### src/rtl/bcd_to_7segment_if.sv
// Digit/display bus between a driver and one seven-segment decoder.
interface bcd_to_7segment_if;
  logic [3:0] BCD;
  logic       en;
  logic       lamp_test;
  logic       blank;
  logic [6:0] segment7;
  logic       invalid;

  modport master (output BCD, en, lamp_test, blank, input segment7, invalid);
  modport slave  (input BCD, en, lamp_test, blank, output segment7, invalid);
endinterface

### src/rtl/bcd_to_7segment.sv
// Registered BCD/hex to seven-segment decoder with lamp test, blanking and
// optional common-anode inversion. Segment order {a,b,c,d,e,f,g}.
module bcd_to_7segment #(
  parameter bit ACTIVE_LOW    = 1'b0,
  parameter bit BLANK_INVALID = 1'b1
) (
  input  logic                  clk,
  input  logic                  rst,
  bcd_to_7segment_if.slave      bus
);

  localparam logic [6:0] SEG_OFF = 7'h00;
  localparam logic [6:0] SEG_ALL = 7'h7F;

  logic [3:0] code;
  logic       loaded;
  logic [6:0] seg_q;
  logic       invalid_q;

  logic [3:0] nxt_code;
  logic       nxt_loaded;
  logic [6:0] glyph;
  logic [6:0] raw;

  // Output registers track the post-edge code so a load shows after one edge.
  assign nxt_code   = bus.en ? bus.BCD : code;
  assign nxt_loaded = loaded | bus.en;

  always_comb begin
    glyph = SEG_OFF;
    case (nxt_code)
      4'd0:  glyph = 7'h7E;
      4'd1:  glyph = 7'h30;
      4'd2:  glyph = 7'h6D;
      4'd3:  glyph = 7'h79;
      4'd4:  glyph = 7'h33;
      4'd5:  glyph = 7'h5B;
      4'd6:  glyph = 7'h5F;
      4'd7:  glyph = 7'h70;
      4'd8:  glyph = 7'h7F;
      4'd9:  glyph = 7'h7B;
      4'd10: glyph = BLANK_INVALID ? SEG_OFF : 7'h77;
      4'd11: glyph = BLANK_INVALID ? SEG_OFF : 7'h1F;
      4'd12: glyph = BLANK_INVALID ? SEG_OFF : 7'h4E;
      4'd13: glyph = BLANK_INVALID ? SEG_OFF : 7'h3D;
      4'd14: glyph = BLANK_INVALID ? SEG_OFF : 7'h4F;
      4'd15: glyph = BLANK_INVALID ? SEG_OFF : 7'h47;
      default: glyph = SEG_OFF;
    endcase
  end

  // Until the first load after reset the display stays dark, even though the
  // code register holds 0.
  always_comb begin
    raw = glyph;
    if (bus.lamp_test)    raw = SEG_ALL;
    else if (bus.blank)   raw = SEG_OFF;
    else if (!nxt_loaded) raw = SEG_OFF;
  end

  always_ff @(posedge clk or posedge rst) begin
    if (rst) begin
      code      <= 4'd0;
      loaded    <= 1'b0;
      seg_q     <= ACTIVE_LOW ? ~SEG_OFF : SEG_OFF;
      invalid_q <= 1'b0;
    end else begin
      code      <= nxt_code;
      loaded    <= nxt_loaded;
      seg_q     <= ACTIVE_LOW ? ~raw : raw;
      invalid_q <= (nxt_code > 4'd9);
    end
  end

  assign bus.segment7 = seg_q;
  assign bus.invalid  = invalid_q;

endmodule

### src/flat_wrapper.sv
// flat-port wrapper written by rule: the top's interface ports become plain ports
module bcd_to_7segment_flat 
#(
  parameter bit ACTIVE_LOW    = 1'b0,
  parameter bit BLANK_INVALID = 1'b1
)
  (clk, rst, bus_BCD, bus_en, bus_lamp_test, bus_blank, bus_segment7, bus_invalid);
  bcd_to_7segment_if bus_i ();
  input  logic clk;
  input  logic rst;
  input wire logic [$bits(bus_i.BCD)-1:0] bus_BCD;
  input wire logic [$bits(bus_i.en)-1:0] bus_en;
  input wire logic [$bits(bus_i.lamp_test)-1:0] bus_lamp_test;
  input wire logic [$bits(bus_i.blank)-1:0] bus_blank;
  output wire logic [$bits(bus_i.segment7)-1:0] bus_segment7;
  output wire logic [$bits(bus_i.invalid)-1:0] bus_invalid;
  assign bus_i.BCD = bus_BCD;
  assign bus_i.en = bus_en;
  assign bus_i.lamp_test = bus_lamp_test;
  assign bus_i.blank = bus_blank;
  assign bus_segment7 = bus_i.segment7;
  assign bus_invalid = bus_i.invalid;
  bcd_to_7segment #(.ACTIVE_LOW(ACTIVE_LOW), .BLANK_INVALID(BLANK_INVALID)) u_core (.clk(clk), .rst(rst), .bus(bus_i));
endmodule
### config.mk
export PLATFORM = sky130hd
export DESIGN_NAME = bcd_to_7segment_flat
export DESIGN_NICKNAME = d
export VERILOG_FILES = /design/src/rtl/bcd_to_7segment_if.sv /design/src/rtl/bcd_to_7segment.sv /design/src/flat_wrapper.sv
export SDC_FILE = /design/constraint.sdc
export NUM_CORES = 1
export LEC_CHECK = 0
export BUFFER_PORTS_ARGS = -buffer_cell sky130_fd_sc_hd__buf_4
export CELL_PAD_IN_SITES_DETAIL_PLACEMENT = 1
export CELL_PAD_IN_SITES_GLOBAL_PLACEMENT = 1
export CORE_MARGIN = 4
export CORE_UTILIZATION = 39
export CTS_CLUSTER_DIAMETER = 40
export DETAILED_ROUTE_END_ITERATION = 12
export PLACE_DENSITY_LB_ADDON = 0.1
export SYNTH_ARGS = -nofsm -noshare
export SYNTH_HDL_FRONTEND = slang
export SYNTH_SLANG_ARGS = --single-unit
### constraint.sdc
create_clock -name clk -period 2.1 [get_ports clk]
set_clock_uncertainty 0.2 [all_clocks]
set_input_delay 0.21 -clock clk [delete_from_list [all_inputs] [get_ports clk]]
set_output_delay 0.21 -clock clk [all_outputs]
set_load 0.005 [all_outputs]
==> results.md <==
- The cell type group with the largest total delay on the critical path is simple AND/OR/NAND/NOR gates.
- The final count of negative-setup-slack endpoints is 0.
- Detailed routing inserted a total of 581 vias.
- The count of TritonRoute iterations in the first routing pass is 4.
- The final hold violation count is 0.
- The critical path runs through a total of 7 cells.
- The category of the worst setup path launch point is a flop.
- The accumulated negative setup slack is 0 ns.
- Subtracting the final worst setup slack from the clock period gives 1.88 ns.
- The relative slew slack is 67.3%.
- After the last flow step, the layout net total stands at 107.
- After synthesis, the largest family of logic cells by area is simple AND/OR/NAND/NOR gates.
- The wire length of the first global-routing pass is 2910 um.
- The power density relative to cell area is 629 nW/um^2.
- Traced cell by cell, the critical path runs through mux2i_1 > inv_1 > ha_1 > or2_2 > a22o_1 > a21oi_1 > or2_1.
- The die height is roughly 52 um.
- Detailed placement finished with a half-perimeter wire length of between 1000 and 1500 um.
- The maximum level of the CTS H-tree is 1.
- The combined global-route utilization of all metal layers is 15.1%.
- The worst-case IR drop observed on VDD is 494 uV.
- For this block, the initial DRC count from the detailed router was 2.
- The number of nets with antenna violations after routing is 0.
- In the final layout, flip-flops and latches occupy 325 um^2.
- The area enclosed by the die boundary is 2690 um^2.
- The flow ran to the end, and the final reports show no timing, DRC or antenna violations.
- The number of antenna violations at the first check in global routing is 0.
- The standby leakage power is 0.446 nW.
- The net load switching power is 174 uW.
- Measured along the x axis, the die boundary spans just over 50 um.
- The portion of total power attributed to the clock network is 26.4%.
- Dividing the detail-routed wire length by the instance count gives roughly 14 um.
- After Yosys synthesis, and, or, nand and nor cells account for between 10% and 20% of the synthesized area.
- Of the available clock period, the critical path in the final layout requires 89.5%.
- The area inside the core boundary is 1780 um^2.
- The endpoint required time on the critical path is ~2.1 ns.
- Of the total synthesized cell area, the portion taken by full adders, half adders and majority gates is 8.33%.
- The share of the synthesized netlist area taken by xor and xnor gates is 0%.
- The post-synth net total is 83.
- The last weighted congestion value of the routability-driven placer is 0.792.
- The switching fraction of total power is 29.0%.
- The count of distinct cell types in the synthesized netlist is 31.
- Global routing finished with a remaining overflow of 0.
- In the routed design, unresolved DRC markers number 0.
- The starting density of the core is a little over two fifths.
- In this run the cell area of the synthesized design comes to 751 um^2.
- Of the post-synthesis cell area, the part taken by muxes is approximately 6.2%.
- In the routed layout, each cell is associated on average with a via count of 4.97.
- The area fraction in compound gates after synthesis is a little under a fifth.
- The count of port buffers added during placement is 16.
- The antenna diode count is 0.
- The number of instances resized during post-cts repair is 0.
- The min-delay analysis places its worst path in the category primary input to flop.
- The mean instance size in the synthesized netlist is 10.9 um^2.
- The source-to-sink clock delay at the later pin of the worst-skew pair is 0.28 ns.
- The layout filler cell count is 210.
- The pin count of the biggest net entering global routing is 14.
- Sequential cells account for 47.5% of the total power.
- The max-capacitance violation count is 0.
- Once layout is complete, the utilization of the core stands at 53.4%.
- Setup repair after global routing left no endpoint under its margin.
- Data arrives at the worst endpoint at 1.91 ns.
- The cell row count is 15.
- In this run, CTS created clock tree buffers numbering 3.
- The layout-stage area growth over the synthesis result is 26.8%.
- The post-route netlist has 37.0% of its cells at a drive strength greater than 1.
- Counting instances, the worst hold path has a depth of 3.
- Synthesis produced 69 cells.
- The buffer depth of the longest clock path is 2.
- In this design, the stage delay of the slowest critical-path cell is 0.38 ns.
- The routed design has 1610 um of wire.
- The via count of the first global-routing pass is 604.
- The critical setup path kind is flop to flop.
- The internal portion of the total power is 425 uW.
- After synthesis, flip-flops and latches occupy 43.3% of the total area.
- The number of warnings issued by yosys is 0.
- The CTS sink count is 13.
- The worst setup path is captured at a flop.
- The peak fanout along the critical path is 3.
- The clock slew at the register clock pins of the worst setup and hold paths is approximately 0.080 ns.
- The peak clock frequency supported by timing is 0.532 GHz.
- The critical path's slowest cell is sky130_fd_sc_hd__dfrtp_1.
- The number of buffers and inverters on the critical path is 1.
- At the pin with the least slew margin, the transition time is 0.490 ns.
- The total area of multi-input combinational cells is 392 um^2.
- The path depth of the worst reg2reg path is 7.
- The total I/O pin count is 17.
- The share of total power dissipated in combinational logic is 26.2%.
- The post-synthesis sequential element count is 13.
- Clock tree synthesis selected as its root buffer the cell sky130_fd_sc_hd__clkbuf_4.
- TritonCTS built the clock tree.
- The final-report max-slew violation count is 0.
-- tightest hold or removal path, cell delays in order --
cell	delay, ns
sky130_fd_sc_hd__buf_4	0.08
sky130_fd_sc_hd__mux2i_1	0.08
sky130_fd_sc_hd__inv_1	0.10
-- final timing paths --
| check | start | end | slack [ns] |
|---|---|---|---|
| min | bus_BCD[0] | u_core.code[0]$_DFF_PP0_ | 0.03 |
| max in group asynchronous | rst | u_core.bus.segment7[1]$_DFF_PP0_ | 1.06 |
| max | u_core.code[0]$_DFF_PP0_ | u_core.bus.segment7[3]$_DFF_PP0_ | 0.22 |
| min reg2reg | u_core.loaded$_DFF_PP0_ | u_core.loaded$_DFF_PP0_ | 0.32 |
| max reg2reg | u_core.code[0]$_DFF_PP0_ | u_core.bus.segment7[3]$_DFF_PP0_ | 0.22 |
| min in group asynchronous | rst | u_core.bus.segment7[3]$_DFF_PP0_ | 0.31 |
-- cells in the final DEF, fill, tap and decap left out, types with 2 or more instances in the layout --
| cell type | netlist | layout |
|---|---|---|
| sky130_fd_sc_hd__buf_4 | 0 | 18 |
| sky130_fd_sc_hd__dfrtp_1 | 13 | 13 |
| sky130_fd_sc_hd__nand2_1 | 6 | 6 |
| sky130_fd_sc_hd__o21ai_0 | 6 | 6 |
| sky130_fd_sc_hd__inv_1 | 5 | 5 |
| sky130_fd_sc_hd__ha_1 | 5 | 5 |
| sky130_fd_sc_hd__nor2_1 | 3 | 3 |
| sky130_fd_sc_hd__or2_1 | 3 | 3 |
| sky130_fd_sc_hd__clkbuf_4 | 0 | 3 |
| sky130_fd_sc_hd__nand2b_4 | 2 | 2 |
| sky130_fd_sc_hd__a21oi_1 | 2 | 2 |
| sky130_fd_sc_hd__a22oi_1 | 2 | 2 |
| sky130_fd_sc_hd__o21bai_1 | 2 | 2 |
| sky130_fd_sc_hd__dlygate4sd3_1 | 0 | 2 |
-- flip-flops by register name, indices dropped and copies added, names as in the netlist --
| signal | count |
|---|---|
| u_core.bus.segment7 | 7 |
| u_core.code | 4 |
| u_core.bus.invalid | 1 |
| u_core.loaded | 1 |
-- cells in the mapped netlist --
cell type | instances | share of area, %
sky130_fd_sc_hd__buf_6 | 1 | 1.5
sky130_fd_sc_hd__a41oi_1 | 1 | 1.2
sky130_fd_sc_hd__nor2_1 | 3 | 1.5
sky130_fd_sc_hd__nand2_1 | 6 | 3.0
sky130_fd_sc_hd__a22oi_1 | 2 | 2.0
sky130_fd_sc_hd__mux2i_2 | 1 | 1.8
sky130_fd_sc_hd__o21bai_1 | 2 | 2.0
sky130_fd_sc_hd__inv_2 | 1 | 0.50
sky130_fd_sc_hd__nand2b_4 | 2 | 3.7
sky130_fd_sc_hd__a311o_1 | 1 | 1.3
sky130_fd_sc_hd__or2_2 | 1 | 0.83
sky130_fd_sc_hd__nand2_2 | 1 | 0.83
sky130_fd_sc_hd__mux2i_1 | 1 | 1.3
sky130_fd_sc_hd__nor3b_2 | 1 | 1.7
sky130_fd_sc_hd__o221ai_2 | 1 | 2.0
sky130_fd_sc_hd__mux2i_4 | 1 | 3.0
sky130_fd_sc_hd__inv_1 | 5 | 2.5
sky130_fd_sc_hd__or2_4 | 1 | 1.2
sky130_fd_sc_hd__nor2_2 | 1 | 0.83
sky130_fd_sc_hd__o21ai_0 | 6 | 4.0
sky130_fd_sc_hd__o21ba_2 | 1 | 1.3
sky130_fd_sc_hd__or2_1 | 3 | 2.5
sky130_fd_sc_hd__a21oi_1 | 2 | 1.3
sky130_fd_sc_hd__a22o_1 | 1 | 1.2
sky130_fd_sc_hd__ha_1 | 5 | 8.3
sky130_fd_sc_hd__and2_1 | 1 | 0.83
sky130_fd_sc_hd__a211o_1 | 1 | 1.2
sky130_fd_sc_hd__dfrtp_1 | 13 | 43
sky130_fd_sc_hd__o21a_1 | 1 | 1.0
sky130_fd_sc_hd__nand2_4 | 1 | 1.5
sky130_fd_sc_hd__nor2b_1 | 1 | 0.83
-- metrics by stage --
stage	instance area (um^2)	instances	total power, mW	hold WS [ns]	setup slack (ns)
floorplan	751	69	0.379	-0.113	0.183
CTS	952	117	0.605	0.0343	0.204
finish	952	117	0.598	0.0348	0.221
global placement	906	111	0.442	0.0710	0.163
global route	952	117	0.643	0.0613	0.0278
detailed placement	906	111	0.445	0.0757	0.140
-- what timing repair did --
action | in CTS | in global routing
hold buffers | 2 | 0
buffers inserted | 0 | 0
hold endpoints to repair | 20 | 0
-- final cells by class --
class                      instances  area share [%]
clock buffer                       4            2.76
inverter                           6            2.37
multi-input combinational         49            41.1
sequential                        13            34.2
tap                               25            3.29
timing repair buffer              20            16.3
-- kinds of logic after synthesis --
logic type,after synthesis
adder cells (fa/ha/maj),5
flip-flops,13
buffers and inverters,7
multiplexers,3
AO/OA/AOI/OAI,19
AND/OR/NAND/NOR,22
-- power by group through the flow --
stage	clock, mW	sequential [mW]	combinational, mW
6_report	0.158	0.284	0.157
5_1_grt	0.179	0.287	0.178
4_1_cts	0.161	0.284	0.160
3_5_place_dp	0	0.289	0.156
3_3_place_gp	0	0.288	0.153
2_1_floorplan	0	0.289	0.0895
-- per-layer routing --
metal | track usage [%] | part of all wire (%) | wire [um]
met1 | 18.9 | 45 | 716
met2 | 23.8 | 49 | 779
met3 | 5.16 | 5.2 | 83
met4 | 5.24 | 1.6 | 26
met5 | 0 | 0 | 0
(Power assumes the default switching activity.)
